`src/rtl/inert_intf_pkg.sv`:
```
// Shared types and constants for the IMU SPI front end: FSM encodings,
// configuration writes and data register read addresses.
package inert_pkg;

  typedef enum logic [2:0] {
    PWRUP    = 3'd0,
    CFG      = 3'd1,
    WAIT_INT = 3'd2,
    RD_PL    = 3'd3,
    RD_PH    = 3'd4,
    RD_AL    = 3'd5,
    RD_AH    = 3'd6,
    VLD      = 3'd7
  } inert_state_t;

  typedef enum logic [1:0] {
    SPI_IDLE   = 2'd0,
    SPI_ACTIVE = 2'd1,
    SPI_TAIL   = 2'd2
  } spi_state_t;

  localparam logic [15:0] CFG_INT1  = 16'h0D02;
  localparam logic [15:0] CFG_ACCEL = 16'h1053;
  localparam logic [15:0] CFG_GYRO  = 16'h1150;
  localparam logic [15:0] CFG_ROUND = 16'h1460;

  localparam logic [7:0] PTCH_L = 8'hA4;
  localparam logic [7:0] PTCH_H = 8'hA5;
  localparam logic [7:0] AZ_L   = 8'hAC;
  localparam logic [7:0] AZ_H   = 8'hAD;

  function automatic logic [15:0] cfg_cmd(input logic [1:0] idx);
    logic [15:0] cmd;
    case (idx)
      2'd0:    cmd = CFG_INT1;
      2'd1:    cmd = CFG_ACCEL;
      2'd2:    cmd = CFG_GYRO;
      2'd3:    cmd = CFG_ROUND;
      default: cmd = CFG_INT1;
    endcase
    return cmd;
  endfunction

  function automatic logic [15:0] rd_cmd(input logic [7:0] addr);
    return {addr, 8'h00};
  endfunction

endpackage

```
`src/rtl/SPI_mnrch.sv`:
```
// 16-bit SPI mode-3 master: SCLK idles high, MOSI shifts on the falling edge,
// MISO is captured on the rising edge, MSB first.
module SPI_mnrch
  import inert_pkg::*;
#(
  parameter int SCLK_DIV_W = 5
) (
  input  logic        clk,
  input  logic        rst,
  input  logic        wrt,
  input  logic [15:0] cmd,
  output logic        done,
  output logic [15:0] rd_data,
  output logic        SS_n,
  output logic        SCLK,
  output logic        MOSI,
  input  logic        MISO
);

  localparam logic [SCLK_DIV_W-1:0] DIV_HALF = {1'b1, {(SCLK_DIV_W-1){1'b0}}};
  localparam logic [SCLK_DIV_W-1:0] DIV_RISE = {1'b0, {(SCLK_DIV_W-1){1'b1}}};
  localparam logic [SCLK_DIV_W-1:0] DIV_FALL = {SCLK_DIV_W{1'b1}};

  spi_state_t            state_r, state_s;
  logic [SCLK_DIV_W-1:0] div_r, div_s;
  logic [4:0]            bit_cnt_r, bit_cnt_s;
  logic [15:0]           shft_r, shft_s;
  logic                  miso_r, miso_s;
  logic                  ss_n_r, ss_n_s;
  logic                  done_r, done_s;

  // Next-state: the first fall only launches the MSB; the 17th would-be fall ends the frame.
  always_comb begin
    state_s   = state_r;
    div_s     = div_r;
    bit_cnt_s = bit_cnt_r;
    shft_s    = shft_r;
    miso_s    = miso_r;
    ss_n_s    = ss_n_r;
    done_s    = 1'b0;
    case (state_r)
      SPI_IDLE: begin
        if (wrt) begin
          shft_s    = cmd;
          div_s     = DIV_HALF;
          bit_cnt_s = 5'd0;
          ss_n_s    = 1'b0;
          state_s   = SPI_ACTIVE;
        end else begin
          div_s  = DIV_HALF;
          ss_n_s = 1'b1;
        end
      end
      SPI_ACTIVE: begin
        if ((div_r == DIV_FALL) && (bit_cnt_r == 5'd16)) begin
          shft_s  = {shft_r[14:0], miso_r};
          div_s   = DIV_HALF;
          ss_n_s  = 1'b1;
          state_s = SPI_TAIL;
        end else begin
          div_s = div_r + SCLK_DIV_W'(1);
          if (div_r == DIV_RISE) begin
            miso_s    = MISO;
            bit_cnt_s = bit_cnt_r + 5'd1;
          end else if ((div_r == DIV_FALL) && (bit_cnt_r != 5'd0)) begin
            shft_s = {shft_r[14:0], miso_r};
          end else begin
            shft_s = shft_r;
          end
        end
      end
      SPI_TAIL: begin
        done_s  = 1'b1;
        state_s = SPI_IDLE;
      end
      default: begin
        div_s   = DIV_HALF;
        ss_n_s  = 1'b1;
        state_s = SPI_IDLE;
      end
    endcase
  end

  // State and datapath registers; reset parks SCLK high and deselects the IMU.
  always_ff @(posedge clk or posedge rst) begin
    if (rst) begin
      state_r   <= SPI_IDLE;
      div_r     <= DIV_HALF;
      bit_cnt_r <= 5'd0;
      shft_r    <= 16'h0000;
      miso_r    <= 1'b0;
      ss_n_r    <= 1'b1;
      done_r    <= 1'b0;
    end else begin
      state_r   <= state_s;
      div_r     <= div_s;
      bit_cnt_r <= bit_cnt_s;
      shft_r    <= shft_s;
      miso_r    <= miso_s;
      ss_n_r    <= ss_n_s;
      done_r    <= done_s;
    end
  end

  assign SS_n    = ss_n_r;
  assign SCLK    = div_r[SCLK_DIV_W-1];
  assign MOSI    = shft_r[15];
  assign done    = done_r;
  assign rd_data = shft_r;

endmodule

```
`src/rtl/inert_intf.sv`:
```
// IMU front end: power-up wait, configuration writes, then a four-read burst per
// data-ready interrupt, publishing pitch rate and Z acceleration with a vld strobe.
module inert_intf
  import inert_pkg::*;
#(
  parameter int SCLK_DIV_W = 5,
  parameter int PWRUP_W    = 16
) (
  input  logic        clk,
  input  logic        rst,
  input  logic        INT,
  input  logic        MISO,
  output logic        SS_n,
  output logic        SCLK,
  output logic        MOSI,
  output logic [15:0] ptch_rt,
  output logic [15:0] AZ,
  output logic        vld
);

  inert_state_t       state_r, state_s;
  logic [PWRUP_W-1:0] pwr_cnt_r, pwr_cnt_s;
  logic [1:0]         cfg_idx_r, cfg_idx_s;
  logic               int_ff1_r, int_ff2_r;
  logic [7:0]         ptch_l_r, ptch_l_s, ptch_h_r, ptch_h_s;
  logic [7:0]         az_l_r, az_l_s, az_h_r, az_h_s;
  logic [15:0]        ptch_rt_r, ptch_rt_s, az_r, az_s;
  logic               vld_r, vld_s;
  logic               wrt_s;
  logic [15:0]        cmd_s;
  logic               spi_done_s;
  logic [15:0]        rd_data_s;
  logic               unused_rd_hi_s;

  SPI_mnrch #(.SCLK_DIV_W(SCLK_DIV_W)) u_spi (
    .clk     (clk),
    .rst     (rst),
    .wrt     (wrt_s),
    .cmd     (cmd_s),
    .done    (spi_done_s),
    .rd_data (rd_data_s),
    .SS_n    (SS_n),
    .SCLK    (SCLK),
    .MOSI    (MOSI),
    .MISO    (MISO)
  );

  // The byte clocked out while the address goes in carries no data.
  assign unused_rd_hi_s = ^rd_data_s[15:8];

  // Two-flop synchronizer for the asynchronous data-ready line.
  always_ff @(posedge clk or posedge rst) begin
    if (rst) begin
      int_ff1_r <= 1'b0;
      int_ff2_r <= 1'b0;
    end else begin
      int_ff1_r <= INT;
      int_ff2_r <= int_ff1_r;
    end
  end

  // Sequencer: every command is launched on the cycle its predecessor's done is seen.
  always_comb begin
    state_s   = state_r;
    pwr_cnt_s = pwr_cnt_r;
    cfg_idx_s = cfg_idx_r;
    ptch_l_s  = ptch_l_r;
    ptch_h_s  = ptch_h_r;
    az_l_s    = az_l_r;
    az_h_s    = az_h_r;
    ptch_rt_s = ptch_rt_r;
    az_s      = az_r;
    vld_s     = 1'b0;
    wrt_s     = 1'b0;
    cmd_s     = 16'h0000;
    case (state_r)
      PWRUP: begin
        if (&pwr_cnt_r) begin
          cfg_idx_s = 2'd0;
          wrt_s     = 1'b1;
          cmd_s     = cfg_cmd(2'd0);
          state_s   = CFG;
        end else begin
          pwr_cnt_s = pwr_cnt_r + PWRUP_W'(1);
        end
      end
      CFG: begin
        if (spi_done_s) begin
          if (cfg_idx_r == 2'd3) begin
            state_s = WAIT_INT;
          end else begin
            cfg_idx_s = cfg_idx_r + 2'd1;
            wrt_s     = 1'b1;
            cmd_s     = cfg_cmd(cfg_idx_r + 2'd1);
          end
        end else begin
          state_s = CFG;
        end
      end
      WAIT_INT: begin
        if (int_ff2_r) begin
          wrt_s   = 1'b1;
          cmd_s   = rd_cmd(PTCH_L);
          state_s = RD_PL;
        end else begin
          state_s = WAIT_INT;
        end
      end
      RD_PL: begin
        if (spi_done_s) begin
          ptch_l_s = rd_data_s[7:0];
          wrt_s    = 1'b1;
          cmd_s    = rd_cmd(PTCH_H);
          state_s  = RD_PH;
        end else begin
          state_s = RD_PL;
        end
      end
      RD_PH: begin
        if (spi_done_s) begin
          ptch_h_s = rd_data_s[7:0];
          wrt_s    = 1'b1;
          cmd_s    = rd_cmd(AZ_L);
          state_s  = RD_AL;
        end else begin
          state_s = RD_PH;
        end
      end
      RD_AL: begin
        if (spi_done_s) begin
          az_l_s  = rd_data_s[7:0];
          wrt_s   = 1'b1;
          cmd_s   = rd_cmd(AZ_H);
          state_s = RD_AH;
        end else begin
          state_s = RD_AL;
        end
      end
      RD_AH: begin
        if (spi_done_s) begin
          az_h_s  = rd_data_s[7:0];
          state_s = VLD;
        end else begin
          state_s = RD_AH;
        end
      end
      VLD: begin
        vld_s     = 1'b1;
        ptch_rt_s = {ptch_h_r, ptch_l_r};
        az_s      = {az_h_r, az_l_r};
        state_s   = WAIT_INT;
      end
      default: begin
        state_s = PWRUP;
      end
    endcase
  end

  // Sequencer state, burst byte registers and the coherent output holding pair.
  always_ff @(posedge clk or posedge rst) begin
    if (rst) begin
      state_r   <= PWRUP;
      pwr_cnt_r <= '0;
      cfg_idx_r <= 2'd0;
      ptch_l_r  <= 8'h00;
      ptch_h_r  <= 8'h00;
      az_l_r    <= 8'h00;
      az_h_r    <= 8'h00;
      ptch_rt_r <= 16'h0000;
      az_r      <= 16'h0000;
      vld_r     <= 1'b0;
    end else begin
      state_r   <= state_s;
      pwr_cnt_r <= pwr_cnt_s;
      cfg_idx_r <= cfg_idx_s;
      ptch_l_r  <= ptch_l_s;
      ptch_h_r  <= ptch_h_s;
      az_l_r    <= az_l_s;
      az_h_r    <= az_h_s;
      ptch_rt_r <= ptch_rt_s;
      az_r      <= az_s;
      vld_r     <= vld_s;
    end
  end

  assign ptch_rt = ptch_rt_r;
  assign AZ      = az_r;
  assign vld     = vld_r;

endmodule

```
`config.mk`:
```
export PLATFORM = sky130hd
export DESIGN_NAME = inert_intf
export DESIGN_NICKNAME = d
export VERILOG_FILES = /design/src/rtl/inert_intf_pkg.sv /design/src/rtl/SPI_mnrch.sv /design/src/rtl/inert_intf.sv
export SDC_FILE = /design/constraint.sdc
export NUM_CORES = 1
export LEC_CHECK = 0
export BUFFER_PORTS_ARGS = -buffer_cell sky130_fd_sc_hd__buf_2
export CAP_MARGIN = 5
export CORE_ASPECT_RATIO = 0.9
export CORE_UTILIZATION = 30
export DETAILED_ROUTE_END_ITERATION = 12
export HOLD_SLACK_MARGIN = 0.02
export PLACE_DENSITY_LB_ADDON = 0.2
export SYNTH_ARGS = -nofsm -noshare
export SYNTH_HDL_FRONTEND = slang
export SYNTH_SLANG_ARGS = --single-unit
```
`constraint.sdc`:
```
create_clock -name clk -period 3.3 [get_ports clk]
set_clock_uncertainty 0.05 [all_clocks]
set_input_delay 0.165 -clock clk [delete_from_list [all_inputs] [get_ports clk]]
set_output_delay 0.165 -clock clk [all_outputs]
set_load 0.01 [all_outputs]
```
# Word level (Yosys, flattened, before mapping)
# Cells that the tools add are included.
[word_totals]
ff_bits = 119
output_inout_bits = 36
wordCells = 121
[op_classes]
add_sub_neg = 4
n_eq_ne = 26
mux = 47
bitwise = 3
reduce_logical = 22
[op_table]
columns = ["op", "n"]
rows = [
  ["$mux W16", 10],
  ["$pmux W16 S6", 1],
  ["$pmux W16 S4", 1],
  ["$pmux W16 S2", 1],
  ["$pmux W3 S8", 1],
  ["$mux W5", 4],
  ["$pmux W5 S2", 2],
  ["$add A16 B1 Y16 const B", 1],
  ["$reduce_and A16 Y1", 1],
  ["$reduce_and A2 Y1", 8],
  ["$eq A3 B3 Y1 const B", 4],
  ["$mux W1", 12],
  ["$mux W12", 1],
  ["$mux W2", 6],
  ["$mux W3", 4],
  ["$reduce_and A4 Y1", 3],
  ["$add A5 B1 Y5 const B", 2],
  ["$eq A5 B5 Y1 const B", 2],
  ["$eq A2 B2 Y1 const B", 4],
  ["$ne A2 B1 Y1 const B", 4],
  ["$pmux W2 S2", 2],
  ["$eq A3 B2 Y1 const B", 2],
  ["$ne A2 B2 Y1 const B", 3],
  ["$eq A5 B4 Y1 const B", 1],
  ["16 further kinds", 22],
]

# Logic depth before layout (Yosys ltp)
# Gate-level depths: netlist of the first run.
[depth]
ltp_word = 8
ltp_mapped = 8
ltp_nobuf = 7

# Hierarchy
# A second synthesis of the first run with hierarchy kept.
[unflattened]
cells_unflattened = 418
area_unflattened_um2 = 5308.8
[by_module_without_submodules]
columns = ["module", "instances", "cells_per_inst", "area_per_inst_um2"]
rows = [
  ["inert_intf", 1, 275, 3797.4],
  ["SPI_mnrch", 1, 143, 1511.4],
]

# Least setup slack after synthesis of the first run
# OpenSTA, ideal clock, no wires.
[synth_timing]
path_kind = "flip-flop to flip-flop"
startpoint = "reg u_spi.div_r[0]"
endpoint = "reg u_spi.shft_r[0], in the netlist u_spi.rd_data[0]"
setup_ns = 0.125
arrival_ns = 2.221
t_required_ns = 3.125
setup_slack_ns = 0.904
stages_incl_launch_ff = 9
path_buffers = 1
synth_period_minus_slack_ns = 2.396
path_cell_list = "dfrtp_1 > ha_1 > and3_1 > ha_1 > or3b_4 > a31oi_4 > o31ai_4 > buf_6 > mux2_4"
[synth_via]
elab_chain_len = 4
[synth_lines]
columns = ["element", "line_no", "rtl"]
rows = [
  ["start, declared", "SPI_mnrch.sv:25", "logic [SCLK_DIV_W-1:0] div_r, div_s;"],
  ["start signal, assigned", "SPI_mnrch.sv:96", "div_r <= div_s;"],
  ["$eq A5 B5 Y1", "SPI_mnrch.sv:55, SPI_mnrch.sv:65", ""],
  ["$logic_and A1 B1 Y1, on equally long branches", "SPI_mnrch.sv:55, SPI_mnrch.sv:65", ""],
  ["$ne A3 B2 Y1 (no line) (tied with other cells)", "--", ""],
  ["$reduce_and A4 Y1 (no line) / $pmux W16 S2 (equally long branches)", "--", ""],
  ["end signal, assigned", "SPI_mnrch.sv:98", "shft_r <= shft_s;"],
  ["end, declared", "SPI_mnrch.sv:27", "logic [15:0] shft_r, shft_s;"],
]
# Several ways; a longest one is shown, not always the timed one.
# A chain may end at the register's enable or synchronous reset.

# Final worst setup path of the first run
[layout_timing]
startpoint = "reg state_r[1]"
endpoint = "reg u_spi.shft_r[5], in the netlist u_spi.rd_data[5]"
[layout_via]
elab_chain_len = 5
[layout_lines]
columns = ["element", "line_no", "rtl"]
rows = [
  ["start, declared", "inert_intf.sv:21", "inert_state_t state_r, state_s;"],
  ["start signal, assigned", "inert_intf.sv:173", "state_r <= state_s;"],
  ["$eq A3 B3 Y1 / $eq A3 B2 Y1 (equally long branches)", "inert_intf.sv:76", "case (state_r)"],
  ["$reduce_or A3 Y1 (no line)", "--", ""],
  ["$pmux W1 S4", "inert_intf.sv:76", ""],
  ["$ne A2 B1 Y1 (no line)", "--", ""],
  ["$reduce_and A4 Y1 (no line)", "--", ""],
]
# Several ways; a longest one is shown, not always the timed one. The select of a mux whose other input is x is not followed.

==> reports/results.txt, run 1 <==
Status -> completed
ANT nets after route -> 0
Async set-reset flop share out of synthesis -> 100%
Unrepaired setup endpoints after global routing -> false
Core area -> 16900 um^2
Tightest Pin Transition -> 958 ps
Share of layout cells above drive strength 1 -> 32.0%
Slew HR -> 36.1%
CTS Sinks -> 119
Setup TNS -> 0 ps
Total track usage -> 12.0%
Post-synth EDFFs -> 0
Synth warnings -> 0
CTS Buf Count -> 17
Nets@finish -> 488
Mapped cell area -> 5210 um^2
Initial Util -> 30.7%
Hold Violations, Final -> 0
# IOs -> 40
Final Cycle Share -> 78.8%
Syn Inst Count -> 422
# port buffers -> 39
Worst-path clk slew -> 50 ps
Residual DRC -> 0
Final worst slack -> 700 ps
Final Max Tran Viols -> 0
Total Wirelength -> 9730 um
CP Data Arrival Time -> 2840 ps
Root buf cell -> clkbuf_16
H-tree depth -> 4
DR pass1 iterations -> 4
Fillers -> 1669
GP Congestion -> 0.710
Avg Inst Size Synth -> 12.3 um^2
Max FO, Critical Path -> 16
Die area -> 17900 um^2
Initial antenna violation count -> 0
Row count -> 45
CTS resizes -> 0
Post-place setup slack -> 662 ps
CP required -> 3540 ps
Leak pwr -> 3.13 nW
Post-DP HPWL -> 6640 um
Routed len/inst -> 13.5 um
Starting DRT DRC Count -> 116
Vias in the first global route -> 3232
Die H -> 127 um
Peak VDD IR -> 0.359 mV
Post-route minimum period -> 2600 ps
Largest net degree at the start of global routing -> 69
Synthesis-stage register bit count -> 119
Number of max-cap violations -> 0
CTS tree -> done
Pwr dens -> 507 nW/um^2
GR Overflow Total -> 0
Crit end category -> flip-flop
Register area share after synthesis -> 57.2%
Min-delay worst type -> in -> async
F_max -> 385 MHz
Startpoint Class -> flip-flop
Max clock buf depth -> 2
DR vias/cell -> 4.46
Critical path type -> reg -> reg
Worst-Skew Late Latency -> 410 ps
Main synth FF type -> dfrtp_1
Synth-to-layout area growth -> 20.1%
Post-synth cell types -> 52
Die X-Extent -> 141 um
Routed vias -> 3214
First-pass GRT wire length -> 16500 um
Final setup vio count -> 0
Diodes inserted -> 0
Syn_nets -> 437
-- worst max-delay path: stages (launching register included) --
cell	delay, ps
dfrtp_1	580
or2_1	360
nor3_2	100
and2_4	190
o31ai_4	760
mux2_2	420
-- cell usage in the layout, fill, tap and decap left out, types with 3 or more instances in the layout --
cell | synthesis | layout
buf_2 | 2 | 39
a22oi_1 | 3 | 3
nand2_1 | 42 | 42
o21ai_0 | 20 | 20
dfrtp_1 | 117 | 117
dlygate4sd3_1 | 0 | 3
xnor2_1 | 7 | 7
nor2b_1 | 3 | 3
nand3_1 | 18 | 18
mux2i_1 | 7 | 7
clkinvlp_4 | 0 | 7
xor2_1 | 9 | 9
and4_1 | 3 | 3
nand4_1 | 6 | 6
ha_1 | 11 | 11
a22o_1 | 3 | 3
and2_1 | 3 | 3
nor3_1 | 8 | 8
inv_1 | 20 | 19
mux2_2 | 63 | 63
a21oi_1 | 14 | 14
buf_4 | 1 | 5
clkbuf_16 | 0 | 17
nor2_1 | 11 | 11
mux2_4 | 3 | 3
clkbuf_8 | 0 | 3
-- power breakdown --
| group | internal [W] | leakage, nW | switching [W] |
|---|---|---|---|
| logic | 0.00000765 | 1.24 | 0.0000292 |
| registers | 0.00146 | 1.64 | 0.00000139 |
| clock network | 0.00102 | 0.247 | 0.000649 |
| total | 0.00249 | 3.13 | 0.000680 |
-- final cells by class --
class	instances	area, um^2	share of cell area (%)
Clock inverter	9	71.3	1.14
Multi-Input combinational cell	267	2070	33.1
Sequential cell	119	2980	47.7
Clock buffer	22	474	7.58
Timing Repair Buffer	48	283	4.52
Tap cell	235	294	4.70
Inverter	20	78.8	1.26
-- path summary, 6_finish.rpt --
check                                  startpoint                           end  slack [ps]  cells after the start
min in group clk              int_ff1_r$_DFF_PP0_           int_ff2_r$_DFF_PP0_         310                      0
setup / recovery           state_r[1]$_DFFE_PP0P_  u_spi.rd_data[5]$_DFFE_PP0P_         700                      5
max in group asynchronous                     rst    u_spi.div_r[4]$_DFFE_PP1N_        2190                      4
setup reg to reg           state_r[1]$_DFFE_PP0P_  u_spi.rd_data[5]$_DFFE_PP0P_         700                      5
hold reg to reg               int_ff1_r$_DFF_PP0_           int_ff2_r$_DFF_PP0_         310                      0
hold / removal                                rst         az_h_r[6]$_DFFE_PP0P_         200                      3
-- metrics by stage --
stage	power, W	hold slack [ps]	cell area, um^2	utilization, %	instances
6_report	0.00317	203	6250	36.9	720
5_1_grt	0.00329	210	6250	36.9	720
4_1_cts	0.00321	193	6250	36.9	720
3_5_place_dp	0.00153	87.5	5680	33.5	686
3_3_place_gp	0.00153	87.1	5680	33.5	686
2_1_floorplan	0.00151	146	5210	-	422
-- timing repair --
action | 4_1_cts | 5_1_grt
hold endpoints to repair | 49 | 0
setup buffers | 0 | 0
hold buffers | 3 | 0
-- sequential cells by signal (all words and copies together), names as in the netlist --
signal / count
u_spi.rd_data: 16
int_ff2_r: 1
az_h_r: 8
u_spi.div_r: 5
az_l_r: 8
u_spi.bit_cnt_r: 5
vld: 1
cfg_idx_r: 2
ptch_h_r: 8
ptch_l_r: 8
u_spi.state_r: 2
ptch_rt: 16
state_r: 3
AZ: 16
pwr_cnt_r: 16
int_ff1_r: 1
u_spi.miso_r: 1
u_spi.done: 1
u_spi.SS_n: 1
-- per-layer routing --
layer | up-vias | wire length, um | part of all wire, % | global-route usage (%)
met4 | 0 | 148 | 1.5 | 5.37
met1 | 1568 | 4850 | 50 | 15.6
met5 | - | 0 | 0 | 0
met3 | 13 | 349 | 3.6 | 3.64
met2 | 55 | 4380 | 45 | 18.5
li1 | 1578 | - | - | -
-- Yosys cell counts, types with 2 or more instances --
cell type / instances / share of area [%]
xnor2_1: 7 / 1.2
o31ai_1: 2 / 0.29
a21oi_1: 14 / 1.3
nand3_1: 18 / 1.7
nor3_2: 2 / 0.38
buf_6: 2 / 0.43
a22oi_1: 3 / 0.43
and3_1: 2 / 0.24
a31oi_4: 2 / 0.82
xor2_1: 9 / 1.5
nor2_1: 11 / 0.79
mux2i_1: 7 / 1.3
nand2_1: 42 / 3.0
mux2_2: 63 / 14
inv_1: 20 / 1.4
dfstp_2: 2 / 1.0
or4bb_1: 2 / 0.43
ha_1: 11 / 2.6
nor2b_1: 3 / 0.36
o21ai_0: 20 / 1.9
buf_2: 2 / 0.19
nand4b_1: 2 / 0.34
and4_1: 3 / 0.50
nand4_1: 6 / 0.72
mux2_4: 3 / 0.86
a22o_1: 3 / 0.50
nand2b_1: 2 / 0.24
dfrtp_1: 117 / 56
clkbuf_1: 10 / 0.72
and2_1: 3 / 0.36
nor3_1: 8 / 0.77
-- kinds of logic after synthesis --
| kind of cell | synth area share, % |
|---|---|
| muxes | 15.8 |
| and+or+nand+nor | 12.0 |
| adders and majority gates | 2.64 |
| buffers and inverters | 3.00 |
| AOI/OAI and AO/OA | 6.61 |
| DFF | 57.2 |
| xor gates and xnor gates | 2.69 |
(Power assumes the default switching activity.)
==> run 2: changes to the inputs <==
Clock period 3.3 ns to 2.4 ns, I/O delays scaled along.
==> run 2 against run 1 <==
  * Critical path depth rose by 2
  * Register-to-register slack got worse by 630 ps
  * Clock power rose by 37%
  * Critical path type unchanged
  * Combinational power rose by 52%
  * Power rose by 37%
  * First-iteration DRC count rose by 50%
  * Sequential cell count did not move
  * Wire length rose by 5.2%
  * Highest routed layer unchanged
==> reports/results.txt, run 2 (synthesis results as in run 1) <==
Status -> completed
CP cell instances -> ha_2, and3_4, ha_1, or3b_4, a31oi_4, o31ai_4, mux2_4
Slowest cell on the critical path -> or3b_4
# port buffers -> 39
Met2 Wirelength -> 4590 um
Diodes inserted -> 0
Vias in the first global route -> 3361
Cell area after layout -> 6460 um^2
Max clock buf depth -> 2
F_max -> 428 MHz
Fillers -> 1632
Final Max Tran Viols -> 0
Synth-to-layout area growth -> 24.0%
Final setup vio count -> 0
Worst-Skew Late Latency -> 420 ps
Tightest Pin Transition -> 757 ps
Die area -> 17900 um^2
Pwr dens -> 673 nW/um^2
Initial Util -> 30.7%
Root buf cell -> clkbuf_16
Post-DP HPWL -> 6940 um
Initial antenna violation count -> 0
CTS tree -> done
DR vias/cell -> 4.50
Largest delay share family, worst path -> simple AND/OR/NAND/NOR gates
DR pass1 iterations -> 4
Slowest stage delay, CP -> 400 ps
Core Util, Final -> 38.1%
Residual DRC -> 0
Post-Layout Cell Count -> 744
First-pass GRT wire length -> 17100 um
Routed len/inst -> 13.8 um
CP required -> 2650 ps
Post-route minimum period -> 2330 ps
Final Cycle Share -> 97.3%
GR Overflow Total -> 0
Hold Violations, Final -> 0
Starting DRT DRC Count -> 174
Most frequent cells in the layout -> 117 x dfrtp_1, 63 x mux2_2, 42 x nand2_1, 39 x buf_2, 25 x buf_4
Crit end category -> flip-flop
Core area -> 16900 um^2
Routed wl met3 -> 395 um
WHS -> 297 ps
# IOs -> 40
Cell Area, Placed -> 5820 um^2
GP Congestion -> 0.716
Number of max-cap violations -> 0
Highest routed layer -> met4
H-tree depth -> 4
Routed vias -> 3351
Total track usage -> 12.5%
CTS Buf Count -> 17
Slew HR -> 49.5%
Most common cell after layout, fill and taps aside -> dfrtp_1
Buf/Inv on CP -> 0
Nets@finish -> 511
Placed Instances -> 704
Max FO, Critical Path -> 7
Die X-Extent -> 141 um
Min-delay worst type -> in -> reg
Total Wirelength -> 10200 um
Worst-path clk slew -> 60 ps
Startpoint Class -> flip-flop
Die H -> 127 um
CP Data Arrival Time -> 2580 ps
Leak pwr -> 3.26 nW
ANT nets after route -> 0
Metal-1 WL -> 5070 um
Peak VDD IR -> 0.420 mV
Largest net degree at the start of global routing -> 39
CTS Sinks -> 119
Critical path type -> reg -> reg
Setup TNS -> 0 ps
Row count -> 45
Share of layout cells above drive strength 1 -> 36.0%
run 2: cell count changes in the layout (fill, tap and decap cells not counted), moves of 2 or more:
cell        before  now
buf_4            5   25
clkbuf_1         2    0
clkbuf_8         3    1
clkinv_2         0    5
clkinv_4         2    4
clkinvlp_4       7    3
inv_6            1    3
run 2: power by group:
part | total (W) | switching (W) | internal, W | leakage [nW]
combinational | 0.0000558 | 0.0000420 | 0.0000138 | 1.36
sequential | 0.00201 | 0.00000167 | 0.00201 | 1.64
clock | 0.00228 | 0.000933 | 0.00135 | 0.267
run 2: final timing paths:
| check | start | endpoint | slack (ps) | cells after the start |
|---|---|---|---|---|
| worst min register to register | int_ff1_r$_DFF_PP0_ | int_ff2_r$_DFF_PP0_ | 300 | 0 |
| worst max register to register | u_spi.div_r[0]$_DFFE_PP0N_ | u_spi.rd_data[4]$_DFFE_PP0P_ | 70 | 7 |
| worst max-delay path | u_spi.div_r[0]$_DFFE_PP0N_ | u_spi.rd_data[4]$_DFFE_PP0P_ | 70 | 7 |
| min in group asynchronous | rst | ptch_rt[3]$_DFFE_PP0P_ | 320 | 3 |
| worst min-delay path | INT | int_ff1_r$_DFF_PP0_ | 300 | 2 |
| max in group asynchronous | rst | state_r[0]$_DFFE_PP0P_ | 1240 | 4 |
run 2: final cells by class:
type | count | area, um^2 | area share, %
clock buffers | 18 | 439 | 6.80
clock inverters | 14 | 101 | 1.57
inverters | 20 | 78.8 | 1.22
multi-input cells | 268 | 2100 | 32.5
flip-flops and latches | 119 | 2980 | 46.2
well taps | 235 | 294 | 4.55
repair buffers | 70 | 464 | 7.19
run 2: worst register-to-register path, cell delays in order, from the launching register on:
cell	delay (ps)
dfrtp_1	390
ha_2	210
and3_4	180
ha_1	180
or3b_4	400
a31oi_4	260
o31ai_4	200
mux2_4	340
run 2: what timing repair did:
| action | CTS | global route |
|---|---|---|
| hold buffers | 3 | 0 |
| gates resized for setup | 0 | 4 |
| buffers inserted | 0 | 4 |
| hold endpoints to repair | 30 | 0 |
| endpoints found under the setup margin | 0 | 12 |
run 2: metrics by stage:
step | setup WS [ps] | total power, W
global placement | 31.3 | 0.00210
CTS | 5.12 | 0.00442
detailed placement | 22.9 | 0.00210
finish | 65.7 | 0.00435
global route | -0.203 | 0.00451
floorplan | 4.30 | 0.00208
run 2: routing by layer:
metal	vias to the layer above	track usage (%)
met5	-	0
met3	14	3.94
li1	1647	-
met4	0	6.33
met2	65	19.6
met1	1625	15.7
==> run 3: changes to the inputs <==
Settings changed: REMOVE_ABC_BUFFERS set to 1.
==> run 3 against run 2 <==
  * Clock power grew 12%
  * Design area about the same
  * Register-to-register slack about the same
  * Sequential power about the same
  * Hold slack got worse by 44 ps
  * Power rose by 6.2%
  * Non-clock buffer count is 5 lower
  * Cell count fell by 0.67%
==> reports/results.txt, run 3 (synthesis results as in run 1) <==
Cell Area, Placed -> 5800 um^2
Synth-to-layout area growth -> 24.1%
Min-delay worst type -> in -> async
GP Congestion -> 0.728
Total Wirelength -> 10200 um
WHS -> 254 ps
CP cell instances -> ha_2, and3_1, ha_2, or3b_4, a31oi_4, o31ai_4, mux2_4
Final setup vio count -> 0
Setup slack, reg-to-reg -> 50 ps
Startpoint Class -> flip-flop
DR vias/cell -> 4.53
GR Util met3 -> 3.67%
CP required -> 2650 ps
Max clock buf depth -> 2
Root buf cell -> clkbuf_16
Core area -> 16900 um^2
CTS tree -> done
Slowest cell on the critical path -> or3b_4
Final Cycle Share -> 97.8%
Nets@finish -> 506
Reg power frac -> 43.6%
Met1 Use GR -> 16.5%
ANT nets after route -> 0
GR Overflow Total -> 0
F_max -> 426 MHz
Most used cell, CP -> ha_2
Crit path to -> u_spi.rd_data[1]$_DFFE_PP0P_
Worst-Skew Late Latency -> 410 ps
Die area -> 17900 um^2
Buf/Inv on CP -> 0
Die H -> 127 um
CTS Sinks -> 119
Routed len/inst -> 13.8 um
Clock share of power -> 55.3%
Most frequent cells in the layout -> 117 x dfrtp_1, 63 x mux2_2, 42 x nand2_1, 39 x buf_2, 21 x buf_4
Number of max-cap violations -> 0
Die X-Extent -> 141 um
Final Max Tran Viols -> 0
H-tree depth -> 4
Pwr dens -> 714 nW/um^2
Reg2reg path depth -> 7
Share of layout cells above drive strength 1 -> 35.5%
Cell area after layout -> 6460 um^2
Status -> completed
Sw Ratio -> 22.5%
Tightest Pin Transition -> 483 ps
Row count -> 45
R2R Path Start -> u_spi.div_r[0]$_DFFE_PP0N_
Diodes inserted -> 0
CTS Buf Count -> 17
# port buffers -> 39
Critical path type -> reg -> reg
Max FO, Critical Path -> 6
DR pass1 iterations -> 4
# IOs -> 40
Starting DRT DRC Count -> 154
Core Util, Final -> 38.1%
Slowest stage delay, CP -> 400 ps
Critical path depth in cells -> 7
Pint -> 0.00358 W
Peak VDD IR -> 0.510 mV
Worst setup path startpoint -> u_spi.div_r[0]$_DFFE_PP0N_
Worst-path clk slew -> 60 ps
Crit end category -> flip-flop
Multi-input logic area -> 2110 um^2
Post-DP HPWL -> 6770 um
Vias in the first global route -> 3373
Largest delay share family, worst path -> simple AND/OR/NAND/NOR gates
Total track usage -> 12.4%
Hold Violations, Final -> 0
Largest net degree at the start of global routing -> 51
Post-place setup slack -> 42.4 ps
GR peak layer -> met2
Sequential cell area -> 2980 um^2
Final worst slack -> 52.6 ps
Most common cell after layout, fill and taps aside -> dfrtp_1
Leak pwr -> 3.25 nW
Slew HR -> 66.9%
Comb pwr share -> 1.1%
Post-route minimum period -> 2350 ps
Reg-to-reg endpoint -> u_spi.rd_data[1]$_DFFE_PP0P_
Residual DRC -> 0
Routed vias -> 3344
Met2 Resource Use GR -> 19.2%
Initial antenna violation count -> 0
Initial Util -> 30.7%
Fillers -> 1629
First-pass GRT wire length -> 17100 um
CP Data Arrival Time -> 2590 ps
Switch Pwr -> 0.00104 W
[run 3: cell types whose count changed in the layout (fill, tap and decap cells not counted), sizes merged]
cell      before  now
clkinv         9    3
buf           67   62
inv           22   27
bufinv         0    2
clkinvlp       3    2
[run 3: area by class of cell]
| cell class | instances | area share [%] |
|---|---|---|
| clock buffer | 18 | 6.64 |
| clock inverter | 14 | 2.52 |
| inverter | 20 | 1.20 |
| multi-input combinational | 268 | 32.6 |
| sequential | 119 | 46.1 |
| tap | 235 | 4.55 |
| timing repair buffer | 65 | 6.41 |
[run 3: how the worst min path moves through the flow]
stage	end	slack (ps)
6_report	AZ[13]$_DFFE_PP0P_	250
3_5_place_dp	ptch_l_r[5]$_DFFE_PP0P_	150
4_1_cts	AZ[4]$_DFFE_PP0P_	260
2_1_floorplan	int_ff1_r$_DFF_PP0_	100
5_1_grt	int_ff1_r$_DFF_PP0_	290
3_3_place_gp	AZ[13]$_DFFE_PP0P_	150
[run 3: per-layer routing]
metal,share of wire (%),vias to the layer above
met5,0,-
met3,3.8,9
met1,50,1647
met2,46,62
met4,0.86,0
li1,-,1626
[run 3: power by group through the flow]
stage | clock (W) | combinational (W) | sequential, W
after detailed placement | 0 | 0.0000528 | 0.00205
after CTS | 0.00261 | 0.0000567 | 0.00201
after floorplan | 0 | 0.0000303 | 0.00205
final | 0.00255 | 0.0000526 | 0.00201
after global placement | 0 | 0.0000523 | 0.00205
after global routing | 0.00271 | 0.0000631 | 0.00201
[run 3: through the flow]
step	instances	total power [W]	setup TNS [ps]
after global placement	702	0.00210	0
after floorplan	406	0.00208	-108360
after global routing	739	0.00479	-77.3
final	739	0.00462	0
after CTS	737	0.00468	0
after detailed placement	702	0.00210	0
[run 3: repair_timing]
action / 4_1_cts / 5_1_grt
setup endpoints to repair: 0 / 15
gates resized for setup: 0 / 5
hold buffers: 3 / 0
setup buffers: 0 / 1
hold endpoints to repair: 38 / 0
[run 3: worst min-delay path, delay by kind of cell]
family | cells | cell delay (ps)
buffers and inverters | 3 | 1040
